--- config.mk ---
export PLATFORM = sky130hd
export DESIGN_NAME = frame_packetizer
export DESIGN_NICKNAME = d
export VERILOG_FILES = /design/src/rtl/frame_packetizer.sv
export SDC_FILE = /design/constraint.sdc
export NUM_CORES = 1
export LEC_CHECK = 0
export CAP_MARGIN = 20
export CORE_UTILIZATION = 54
export CTS_CLUSTER_SIZE = 24
export DETAILED_ROUTE_END_ITERATION = 16
export PLACE_DENSITY = 0.79
export RECOVER_POWER = 25
export SETUP_SLACK_MARGIN = 0.4
export SLEW_MARGIN = 20
export SYNTH_ARGS = -nofsm -noshare
export SYNTH_HDL_FRONTEND = slang
export SYNTH_SLANG_ARGS = --single-unit
--- constraint.sdc ---
create_clock -name clk -period 2.9 [get_ports clk]
set_input_delay 0.725 -clock clk [delete_from_list [all_inputs] [get_ports clk]]
set_output_delay 0.725 -clock clk [all_outputs]
set_load 0.05 [all_outputs]
--- src/rtl/frame_packetizer.sv ---
// Groups an unthrottled word stream into fixed-length frames, buffers admitted
// frames in a FWFT FIFO and emits each one behind a sequence-number header.
module frame_packetizer #(
  parameter int DATA_WIDTH = 6,
  parameter int FRAME_LEN  = 4,
  parameter int FIFO_AW    = 4,
  parameter int DROP_WIDTH = 8
) (
  input  logic                  clk,
  input  logic                  arst,
  input  logic                  up_valid,
  input  logic [DATA_WIDTH-1:0] up_data,
  input  logic                  down_ready,
  output logic                  down_valid,
  output logic [DATA_WIDTH-1:0] down_data,
  output logic                  down_sof,
  output logic                  down_eof,
  output logic [DROP_WIDTH-1:0] drop_cnt
);

  localparam int DEPTH = 2 ** FIFO_AW;
  localparam int CW    = FIFO_AW + 1;
  localparam int IDXW  = (FRAME_LEN > 1) ? $clog2(FRAME_LEN) : 1;
  localparam logic [IDXW-1:0] LAST_IDX = IDXW'(FRAME_LEN - 1);
  localparam logic [CW-1:0]   DEPTH_C  = CW'(DEPTH);
  localparam logic [CW-1:0]   FLEN_C   = CW'(FRAME_LEN);

  typedef enum logic {HDR = 1'b0, DATA = 1'b1} state_t;

  logic [DATA_WIDTH-1:0] mem_q [DEPTH];
  logic [FIFO_AW-1:0]    wr_ptr_q, wr_ptr_d;
  logic [FIFO_AW-1:0]    rd_ptr_q, rd_ptr_d;
  logic [CW-1:0]         count_q, count_d;
  logic [IDXW-1:0]       in_idx_q, in_idx_d;
  logic                  in_drop_q, in_drop_d;
  logic [DATA_WIDTH-1:0] seq_q, seq_d;
  logic [DROP_WIDTH-1:0] drop_cnt_q, drop_cnt_d;
  state_t                state_q, state_d;
  logic [IDXW-1:0]       dcnt_q, dcnt_d;

  logic [CW-1:0]         free;
  logic                  admit;
  logic                  frame_start;
  logic                  push;
  logic                  pop;
  logic                  nonempty;
  logic [DATA_WIDTH-1:0] head;

  // Admission looks only at the pre-edge count, so a pop in the same cycle is not credited.
  always_comb begin
    free        = DEPTH_C - count_q;
    admit       = (free >= FLEN_C);
    frame_start = up_valid && (in_idx_q == '0);
    nonempty    = (count_q != '0);
    head        = mem_q[rd_ptr_q];
    push        = 1'b0;
    if (up_valid) begin
      push = (in_idx_q == '0) ? admit : !in_drop_q;
    end
    push = push && (count_q != DEPTH_C);
    pop  = (state_q == DATA) && nonempty && down_ready;
  end

  always_comb begin
    in_idx_d   = in_idx_q;
    in_drop_d  = in_drop_q;
    drop_cnt_d = drop_cnt_q;
    if (up_valid) begin
      in_idx_d = (in_idx_q == LAST_IDX) ? '0 : in_idx_q + 1'b1;
    end
    if (frame_start) begin
      in_drop_d = !admit;
      if (!admit && (drop_cnt_q != {DROP_WIDTH{1'b1}})) begin
        drop_cnt_d = drop_cnt_q + 1'b1;
      end
    end
    wr_ptr_d = wr_ptr_q + FIFO_AW'(push);
    rd_ptr_d = rd_ptr_q + FIFO_AW'(pop);
    count_d  = count_q + CW'(push) - CW'(pop);
  end

  always_comb begin
    state_d = state_q;
    dcnt_d  = dcnt_q;
    seq_d   = seq_q;
    case (state_q)
      HDR: begin
        if (nonempty && down_ready) begin
          state_d = DATA;
          dcnt_d  = '0;
        end
      end
      DATA: begin
        if (pop) begin
          if (dcnt_q == LAST_IDX) begin
            dcnt_d  = '0;
            seq_d   = seq_q + 1'b1;
            state_d = HDR;
          end else begin
            dcnt_d = dcnt_q + 1'b1;
          end
        end
      end
      default: state_d = HDR;
    endcase
  end

  // Markers and data are qualified by valid so an idle port shows all zeros.
  always_comb begin
    down_valid = nonempty;
    down_sof   = nonempty && (state_q == HDR);
    down_eof   = nonempty && (state_q == DATA) && (dcnt_q == LAST_IDX);
    down_data  = '0;
    if (nonempty) begin
      down_data = (state_q == HDR) ? seq_q : head;
    end
    drop_cnt = drop_cnt_q;
  end

  always_ff @(posedge clk) begin
    if (push) begin
      mem_q[wr_ptr_q] <= up_data;
    end
  end

  always_ff @(posedge clk or posedge arst) begin
    if (arst) begin
      wr_ptr_q   <= '0;
      rd_ptr_q   <= '0;
      count_q    <= '0;
      in_idx_q   <= '0;
      in_drop_q  <= 1'b0;
      seq_q      <= '0;
      drop_cnt_q <= '0;
      state_q    <= HDR;
      dcnt_q     <= '0;
    end else begin
      wr_ptr_q   <= wr_ptr_d;
      rd_ptr_q   <= rd_ptr_d;
      count_q    <= count_d;
      in_idx_q   <= in_idx_d;
      in_drop_q  <= in_drop_d;
      seq_q      <= seq_d;
      drop_cnt_q <= drop_cnt_d;
      state_q    <= state_d;
      dcnt_q     <= dcnt_d;
    end
  end

endmodule

==> results of run 1 <==
-- Yosys cell counts (3+ instances only) --
master	count
inv_1	16
nand3_1	18
buf_2	4
o211ai_1	6
dfrtp_1	33
nand2b_1	4
a22oi_1	11
nor2b_1	3
a21oi_1	8
nor3_1	9
xor2_1	11
edfxtp_1	96
xnor2_1	10
nand4_1	3
and2_1	4
clkbuf_1	6
nor2_1	24
ha_1	18
mux4_2	6
o21ai_0	3
nand2_1	29
mux2i_1	37
nand3b_1	4
-- per-layer routing --
layer | part of all wire (%) | vias up | GRT usage, % | routed length [µm]
met3 | 5.3 | 26 | 4.97 | 635
li1 | - | 1568 | - | -
met4 | 2.9 | 0 | 11.4 | 348
met1 | 40 | 1683 | 30.0 | 4880
met2 | 52 | 108 | 39.9 | 6240
met5 | 0 | - | 0 | 0
-- cell type report --
class                   count  area (µm²)  area share, %
clock buffers              19         443           6.06
clock inverters            13         160           2.19
inverters                  16        60.1          0.822
multi-input cells         223        2020           27.7
flip-flops and latches    129        3710           50.8
well taps                 133         166           2.28
repair buffers             72         736           10.1
-- power by group --
part / switching [mW] / internal (mW)
clock network: 0.773 / 1.36
logic: 2.13 / 1.78
registers: 0.319 / 2.35
-- cells by family after synthesis --
group	Yosys count	share of synthesized area (%)
DFF	129	66.7
buffers and inverters	27	1.98
AOI/OAI and AO/OA	33	4.77
muxes	45	9.50
xor gates and xnor gates	21	3.31
and+or+nand+nor	105	9.34
adders and majority gates	19	4.41
-- worst max-delay path: cells and delay by family, from the launching register on --
family	cells	cell delay, ps
DFF	1	390
and+or+nand+nor	4	600
AOI/OAI and AO/OA	1	180
adders and majority gates	2	320
buffers and inverters	2	260
-- how the worst max path moves through the flow --
stage / startpoint / endpoint / slack [ps] / depth (start not counted)
2_1_floorplan: count_q[2]$_DFF_PP0_ / count_q[4]$_DFF_PP0_ / 70 / 18
3_3_place_gp: up_valid / count_q[4]$_DFF_PP0_ / -30 / 14
3_5_place_dp: up_valid / count_q[4]$_DFF_PP0_ / -70 / 15
4_1_cts: count_q[3]$_DFF_PP0_ / down_data[5] / -80 / 9
5_1_grt: count_q[2]$_DFF_PP0_ / count_q[4]$_DFF_PP0_ / -170 / 18
6_report: count_q[2]$_DFF_PP0_ / down_data[5] / -110 / 9
-- repair_timing --
item	in CTS	in global routing
pin swaps	18	15
gates resized for setup	31	24
setup buffers	9	8
setup endpoints to repair	93	114
-- stage by stage --
stage,std cells,utilization (%)
global route,605,74.0
CTS,597,72.6
global placement,556,64.7
floorplan,379,-
detailed placement,556,64.7
finish,605,74.0
-- state kept, by name (all words and copies together), names as in the netlist --
name	flops
mem_q	96
in_idx_q	2
in_drop_q	1
state_q	1
seq_q	6
count_q	5
drop_cnt	8
wr_ptr_q	4
dcnt_q	2
rd_ptr_q	4
==> impl_metrics.ini, run 1 <==
[status]
status = complete, but fails checks
violations = max-capacitance violations, max-slew violations, negative setup slack

[die]
dieArea_mm2 = 0.0107
fp.dieW_um = 103
initial_core_util_pct = 56.4
rows = 36
core_mm2 = 0.00986
ioPinCount = 27
die_h_um = 103

[logic_synthesis]
synthTopCellsByArea = edfxtp_1 52%, dfrtp_1 15%, mux2i_1 6.7%, ha_1 4.1%, mux4_2 2.4%
synth.avg_cell_area_um2 = 14.7
synth_fp_nets = 408
synthArstFlopShare_pct = 25.6
synth_edf_count = 96
synth_ff_type = edfxtp_1
yosysTopAreaCellShare_pct = 51.8
synth_cells = 379
synth_seq_cells = 129
yosysUniqueCellTypes = 37
syn_area_mm2 = 0.00556
synth_seq_area_share_pct = 66.7
ys_warn_count = 0
synth_top_cell_by_area = edfxtp_1

[clocking]
cts.hold.buffers_added = 0
clk_latency_ps = 510
cts_tree = done
root_buffer = clkbuf_8
cts.clk_slew.worst_paths_ps = 60
cts_sinks = 129
cts_made_buffers = 17
clock_path_buffers = 2
htreeDepth = 4

[placement]
port_buffers = 26
placedInstanceArea_mm2 = 0.00638
pre_cts_slack_ps = -75.0
gp_congestion = 0.845
place_hpwl_um = 7410

[timing]
worst_hold_slack_ps = 480
fmax_mhz = 332
relSlewSlack_pct = -18.4
hold_viol_final = 0
rsz0062_at_grt = true
fin_crit_sh_pct = 104
setup_tns_ps = -578
drv_slew = 34
max_slew.worst_pin.slew_ps = 1780
finalClockSkew_ps = 7.33
timing.final.ws_setup_ps = -108
layout_min_cycle_time_ps = 3010
setup_viol = 8

[power_and_ir_drop]
power.total_mw = 8.71
powerDensity_mw_per_mm2 = 1190
peakVddDrop_mv = 0.708
p_leak_nw = 2.90

[routing]
drt_pass1_iterations = 4
drt-total-wl_um = 12100
antenna_left = 0
vias = 3385
wire_per_inst_um = 20.0
dr.first_iter.drc_count = 192
viasPerCell = 5.60
drc = 0

[critical_path]
ff2ff_path_depth = 18
critPathCaptureType = primary output
r2r-end = count_q[4]$_DFF_PP0_
critPathArrivalTime_ps = 2280
crit_path_cell_trace = inv_2 -> ha_4 -> nor3b_4 -> ha_4 -> nor2b_4 -> and2_4 -> o211ai_1 -> nand3_4 -> buf_12
path_max_fanout = 6
criticalPathCategory = flip-flop to primary output
critPathRequiredTime_ps = 2170
slowest_stage = dfrtp_1
cp_common_cell = ha_4
reg2reg_from = count_q[2]$_DFF_PP0_
cpPeakStageDelay_ps = 390
r2r_slack_ps = -50
start_kind = flip-flop

[layout]
nets = 488
antenna_cells = 0
layout_common_cells = 96 x edfxtp_1, 37 x mux2i_1, 36 x buf_4
layout-drive-gt1-share_pct = 31.8
fill_cells = 543
final_common_cell = edfxtp_1
area_growth_pct = 31.3
final_area_mm2 = 0.00730

[worst_hold_path]
holdCritStartpoint = seq_q[5]$_DFFE_PP0P_
worstHoldEndpoint = seq_q[5]$_DFFE_PP0P_
hold_path_depth = 1
min_path_type = flip-flop to flip-flop

[job]
maxCapViolCount = 1

[grt]
grt_max_degree = 34
antenna_found_initial = 0
gr-total-overflow = 0
grt_pass1_vias = 3321
grt_usage_pct = 23.9
grt_pass1_wl_um = 18100
(Power assumes the default switching activity.)
==> run 2, diff against run 1 <==
CTS_BUF_LIST = sky130_fd_sc_hd__clkbuf_16   (was unset)
clock period = 2.7 ns   (was 2.9 ns; I/O delays follow)
==> run 2 against run 1 <==
  * The flow finishes with violations (negative setup slack)
  * Critical path depth is 9 higher
  * Global-route usage up 2.2 points
  * Non-clock buffer count is 4 higher
  * Sequential cell count unchanged
  * Register-to-register slack worse by 170 ps
  * Worst hold slack improved by 24 ps
  * Core utilization grew 3.5 points
  * First-iteration DRC count shrank 6.3%
  * Sequential power grew 8.6%
  * Cell count up 0.66%
  * Worst setup slack worse by 110 ps
==> impl_metrics.ini, run 2 (synthesis results as in run 1) <==
[timing]
max_slew.worst_pin.slew_ps = 859
drv_slew = 0
fin_crit_sh_pct = 108
fmax_mhz = 343
rsz0062_at_grt = true
setup_tns_ps = -2380
relSlewSlack_pct = 42.7
layout_min_cycle_time_ps = 2920
hold_viol_final = 0
setup_viol = 37
timing.final.ws_setup_ps = -216
finalClockSkew_ps = 10.9

[routing]
vias = 3488
antenna_left = 0
wire_per_inst_um = 21.4
drc = 0
dr.first_iter.drc_count = 180
drt_pass1_iterations = 5
viasPerCell = 5.73
drt-total-wl_um = 13000

[die]
fp.dieW_um = 103
ioPinCount = 27
die_h_um = 103
initial_core_util_pct = 56.4
rows = 36
core_mm2 = 0.00986
dieArea_mm2 = 0.0107

[worst_hold_path]
min_path_type = flip-flop to flip-flop

[clocking]
clk_latency_ps = 410
cts_tree = done
cts_sinks = 129
htreeDepth = 4
root_buffer = clkbuf_16
cts.hold.buffers_added = 0
cts.clk_slew.worst_paths_ps = 60
clock_path_buffers = 2
cts_made_buffers = 17

[critical_path]
critPathRequiredTime_ps = 2990
critPathCaptureType = flip-flop
criticalPathCategory = flip-flop to flip-flop
critPathArrivalTime_ps = 3210
path_max_fanout = 2
start_kind = flip-flop

[status]
status = complete, but fails checks
violations = negative setup slack

[power_and_ir_drop]
powerDensity_mw_per_mm2 = 1320
p_leak_nw = 2.98
peakVddDrop_mv = 0.798

[grt]
antenna_found_initial = 0
grt_usage_pct = 26.1
grt_pass1_wl_um = 19500
grt_max_degree = 34
gr-total-overflow = 0
grt_pass1_vias = 3610

[layout]
final_area_mm2 = 0.00765
largest_reg_flops = 96
fin_cells = 609
antenna_cells = 0
final_common_cell = edfxtp_1
top_register = mem_q
layout-drive-gt1-share_pct = 35.7
area_growth_pct = 37.6
nets = 492
layout_common_cells = 96 x edfxtp_1, 37 x mux2i_1, 29 x dfrtp_1, 29 x buf_4, 27 x nand2_1

[placement]
gp_congestion = 0.785
dp_cells = 554
port_buffers = 26
place_hpwl_um = 7460
pre_cts_slack_ps = -264
placedInstanceArea_mm2 = 0.00648

[job]
maxCapViolCount = 0
[run 2: cell count changes in the layout (fill, tap and decap cells not counted), sizes merged]
cell,before,now
buf,53,57
dlygate4sd2,2,6
clkinv,6,5
clkdlybuf4s50,6,5
clkinvlp,4,3
dlymetal6s2s,5,2
bufinv,3,5
[run 2: area by class of cell]
type | instances | area (µm²)
sequential | 129 | 3720
fill | 497 | 2220
multi-input combinational | 223 | 2210
timing repair buffer | 76 | 813
clock buffer | 19 | 475
clock inverter | 13 | 204
tap | 133 | 166
inverter | 16 | 62.6
[run 2: timing repair]
action | CTS | global route
cloned | 0 | 0
resized for setup | 49 | 27
setup endpoints to repair | 116 | 116
pin swaps | 28 | 16
buffers inserted | 15 | 8
[run 2: path summary, 6_finish.rpt]
kind,to,depth (start not counted),from,slack [ps]
setup / recovery,count_q[4]$_DFF_PP0_,18,count_q[3]$_DFF_PP0_,-220
hold / removal,drop_cnt[5]$_DFFE_PP0P_,1,drop_cnt[5]$_DFFE_PP0P_,500
setup reg to reg,count_q[4]$_DFF_PP0_,18,count_q[3]$_DFF_PP0_,-220
hold reg to reg,drop_cnt[5]$_DFFE_PP0P_,1,drop_cnt[5]$_DFFE_PP0P_,500
max in group asynchronous,rd_ptr_q[0]$_DFF_PP0_,3,arst,1090
min in group asynchronous,drop_cnt[1]$_DFFE_PP0P_,3,arst,960
[run 2: power breakdown]
part	total [mW]	internal [mW]	switching [mW]
Sequential	2.90	2.53	0.373
Combinational	4.59	2.09	2.50
Clock	2.58	1.75	0.839
Total	10.1	6.36	3.71
[run 2: metal layers]
layer	GRT usage (%)	wire, µm	up-vias
met2	44.7	6980	108
met4	14.0	403	0
li1	-	-	1591
met3	5.58	586	31
met5	0	0	-
met1	31.1	5050	1758
[run 2: through the flow]
| step | total power, mW | utilization [%] | hold WS [ps] |
|---|---|---|---|
| global placement | 6.62 | 65.7 | 466 |
| floorplan | 5.36 | - | 445 |
| finish | 10.1 | 77.5 | 504 |
| CTS | 9.79 | 75.6 | 494 |
| global route | 10.5 | 77.5 | 523 |
| detailed placement | 6.76 | 65.7 | 468 |
[run 2: critical path, cell delays in order, from the launching register on]
cell and delay [ps]:
dfrtp_2 420, inv_2 80, ha_4 120, nor3b_4 270, ha_4 250, mux2i_1 150, nand3b_1 140, o41ai_4 80
inv_1 110, ha_4 230, inv_2 60, ha_4 120, inv_2 30, fa_2 340, nor2_2 90, nor2_1 40
nor2_1 90, nor2_1 60, xnor2_1 120
==> run 3, diff against run 2 <==
PLACE_DENSITY = 0.84   (was 0.79)
==> run 3 against run 2 <==
  * The run still ends with negative setup slack left
  * Sequential share of layout area about the same
  * Maximum frequency up 0.27%
  * Via count up 3.6%
  * Clock power up 5%
  * Wire length up 9.0%
  * Combinational power up 2%
  * Largest power group unchanged
  * Sequential power up 1%
  * Global-route usage up 0.64 points
  * Sequential cell count unchanged
  * Clock-buffer cell count down 2
  * Non-clock buffer count down 4
==> impl_metrics.ini, run 3 (synthesis results as in run 1) <==
[routing]
viasPerCell = 5.97
wire_per_inst_um = 23.5
antenna_left = 0
vias = 3614
drt-total-wl_um = 14200
drc = 0
drt_pass1_iterations = 4
dr.first_iter.drc_count = 240

[critical_path]
reg2reg_from = count_q[2]$_DFF_PP0_
start_kind = flip-flop
path_max_fanout = 2
criticalPathCategory = flip-flop to flip-flop
r2r_slack_ps = -210
slowest_stage = dfrtp_1
r2r-end = count_q[4]$_DFF_PP0_
crit_path_cell_trace = inv_2 -> ha_4 -> nor3b_4 -> ha_4 -> mux2i_1 -> nand3b_1 -> o41ai_4 -> inv_2 -> ha_4 -> inv_4 -> ha_4 -> inv_2 -> fa_2 -> nor2_2 -> nor2_1 -> nor2_1 -> nor2_1 -> xnor2_1
critPathCaptureType = flip-flop
critPathArrivalTime_ps = 3200
critPathRequiredTime_ps = 3000
cp_num_buf_inv = 4
cpPeakStageDelay_ps = 390
ff2ff_path_depth = 18
cpLargestDelayFamily = adder cells
cp_common_cell = ha_4

[timing]
finalClockSkew_ps = 12.8
fmax_mhz = 344
rsz0062_at_grt = true
timing.final.ws_setup_ps = -209
hold_viol_final = 0
layout_min_cycle_time_ps = 2910
max_slew.worst_pin.slew_ps = 830
setup_tns_ps = -1520
drv_slew = 0
relSlewSlack_pct = 44.6
fin_crit_sh_pct = 108
setup_viol = 10
worst_hold_slack_ps = 491

[clocking]
root_buffer = clkbuf_16
cts.hold.buffers_added = 0
clk_latency_ps = 420
htreeDepth = 4
cts_sinks = 129
clock_path_buffers = 2
cts_tree = done
cts.clk_slew.worst_paths_ps = 60
cts_made_buffers = 17

[status]
violations = negative setup slack
status = complete, but fails checks

[grt]
met1_usage_pct = 31.5
antenna_found_initial = 0
grt_util_met2_pct = 45.4
grt_max_degree = 23
grt_pass1_vias = 3673
grt_usage_pct = 26.8
grtUsageMet3_pct = 5.71
gr-total-overflow = 0
busiest_layer = met2
grt_pass1_wl_um = 19900

[die]
ioPinCount = 27
rows = 36
die_h_um = 103
dieArea_mm2 = 0.0107
core_mm2 = 0.00986
fp.dieW_um = 103
initial_core_util_pct = 56.4

[layout]
largest_reg_flops = 96
nets = 488
multi_input_area_mm2 = 0.00221
area_growth_pct = 37.4
layout-drive-gt1-share_pct = 35.0
fill_cells = 504
final_common_cell = edfxtp_1
final_area_mm2 = 0.00764
layout_common_cells = 96 x edfxtp_1, 36 x mux2i_1, 30 x dfrtp_1
antenna_cells = 0
regArea_mm2 = 0.00371
top_register = mem_q
finish.utilization_pct = 77.5

[job]
maxCapViolCount = 0

[power_and_ir_drop]
powerDensity_mw_per_mm2 = 1350
power.total_mw = 10.3
p_leak_nw = 2.97
peakVddDrop_mv = 0.740

[worst_hold_path]
hold_path_depth = 1
min_path_type = flip-flop to flip-flop
worstHoldEndpoint = drop_cnt[5]$_DFFE_PP0P_
holdCritStartpoint = drop_cnt[5]$_DFFE_PP0P_

[placement]
port_buffers = 26
placedInstanceArea_mm2 = 0.00650
gp_congestion = 0.811
place_hpwl_um = 7670
-- run 3: changes by cell type in the layout (fill, tap and decap cells not counted), moves of 2 or more --
cell             before  now
a21oi_2               4    6
bufinv_16             5    7
clkinv_4              2    4
clkinv_2              2    0
buf_4                29   24
clkinvlp_4            3    0
dlygate4sd3_1         4    6
clkdlybuf4s50_1       5    3
clkbuf_16            19   17
-- run 3: layout make-up --
class / count / area share (%)
inverter: 16 / 0.851
multi-input combinational: 223 / 28.9
timing repair buffer: 72 / 10.4
clock buffer: 17 / 5.57
clock inverter: 15 / 3.47
sequential: 129 / 48.6
tap: 133 / 2.18
-- run 3: worst reg2reg max path, stage by stage, from the launching register on --
cell	delay, ps
dfrtp_1	390
inv_2	90
ha_4	130
nor3b_4	270
ha_4	260
mux2i_1	150
nand3b_1	140
o41ai_4	90
inv_2	80
ha_4	230
inv_4	50
ha_4	130
inv_2	30
fa_2	340
nor2_2	90
nor2_1	50
nor2_1	100
nor2_1	60
xnor2_1	120
-- run 3: stage by stage --
stage          setup slack, ps  std cells
4_1_cts                   -170        598
3_3_place_gp              -161        556
2_1_floorplan             -127        379
3_5_place_dp              -244        556
6_report                  -209        605
5_1_grt                   -411        605
-- run 3: worst max-delay path by stage --
stage / from / cells past startpoint / end
3_3_place_gp: up_valid / 14 / count_q[4]$_DFF_PP0_
6_report: count_q[2]$_DFF_PP0_ / 18 / count_q[4]$_DFF_PP0_
5_1_grt: count_q[2]$_DFF_PP0_ / 18 / count_q[4]$_DFF_PP0_
2_1_floorplan: count_q[2]$_DFF_PP0_ / 18 / count_q[4]$_DFF_PP0_
4_1_cts: count_q[3]$_DFF_PP0_ / 18 / count_q[4]$_DFF_PP0_
3_5_place_dp: up_valid / 14 / count_q[4]$_DFF_PP0_
-- run 3: routing by layer --
layer / vias up / share of wire (%)
li1: 1572 / -
met1: 1845 / 38
met2: 156 / 53
met3: 41 / 4.8
met4: 0 / 4.2
met5: - / 0
-- run 3: repair_timing --
item,4_1_cts,5_1_grt
gates resized for setup,56,23
pin swaps,27,22
setup buffers,10,7
setup endpoints to repair,117,115
-- run 3: where the power goes --
group | switching [mW] | internal [mW]
Clock | 0.890 | 1.82
Combinational | 2.54 | 2.15
Sequential | 0.422 | 2.52
Total | 3.86 | 6.49
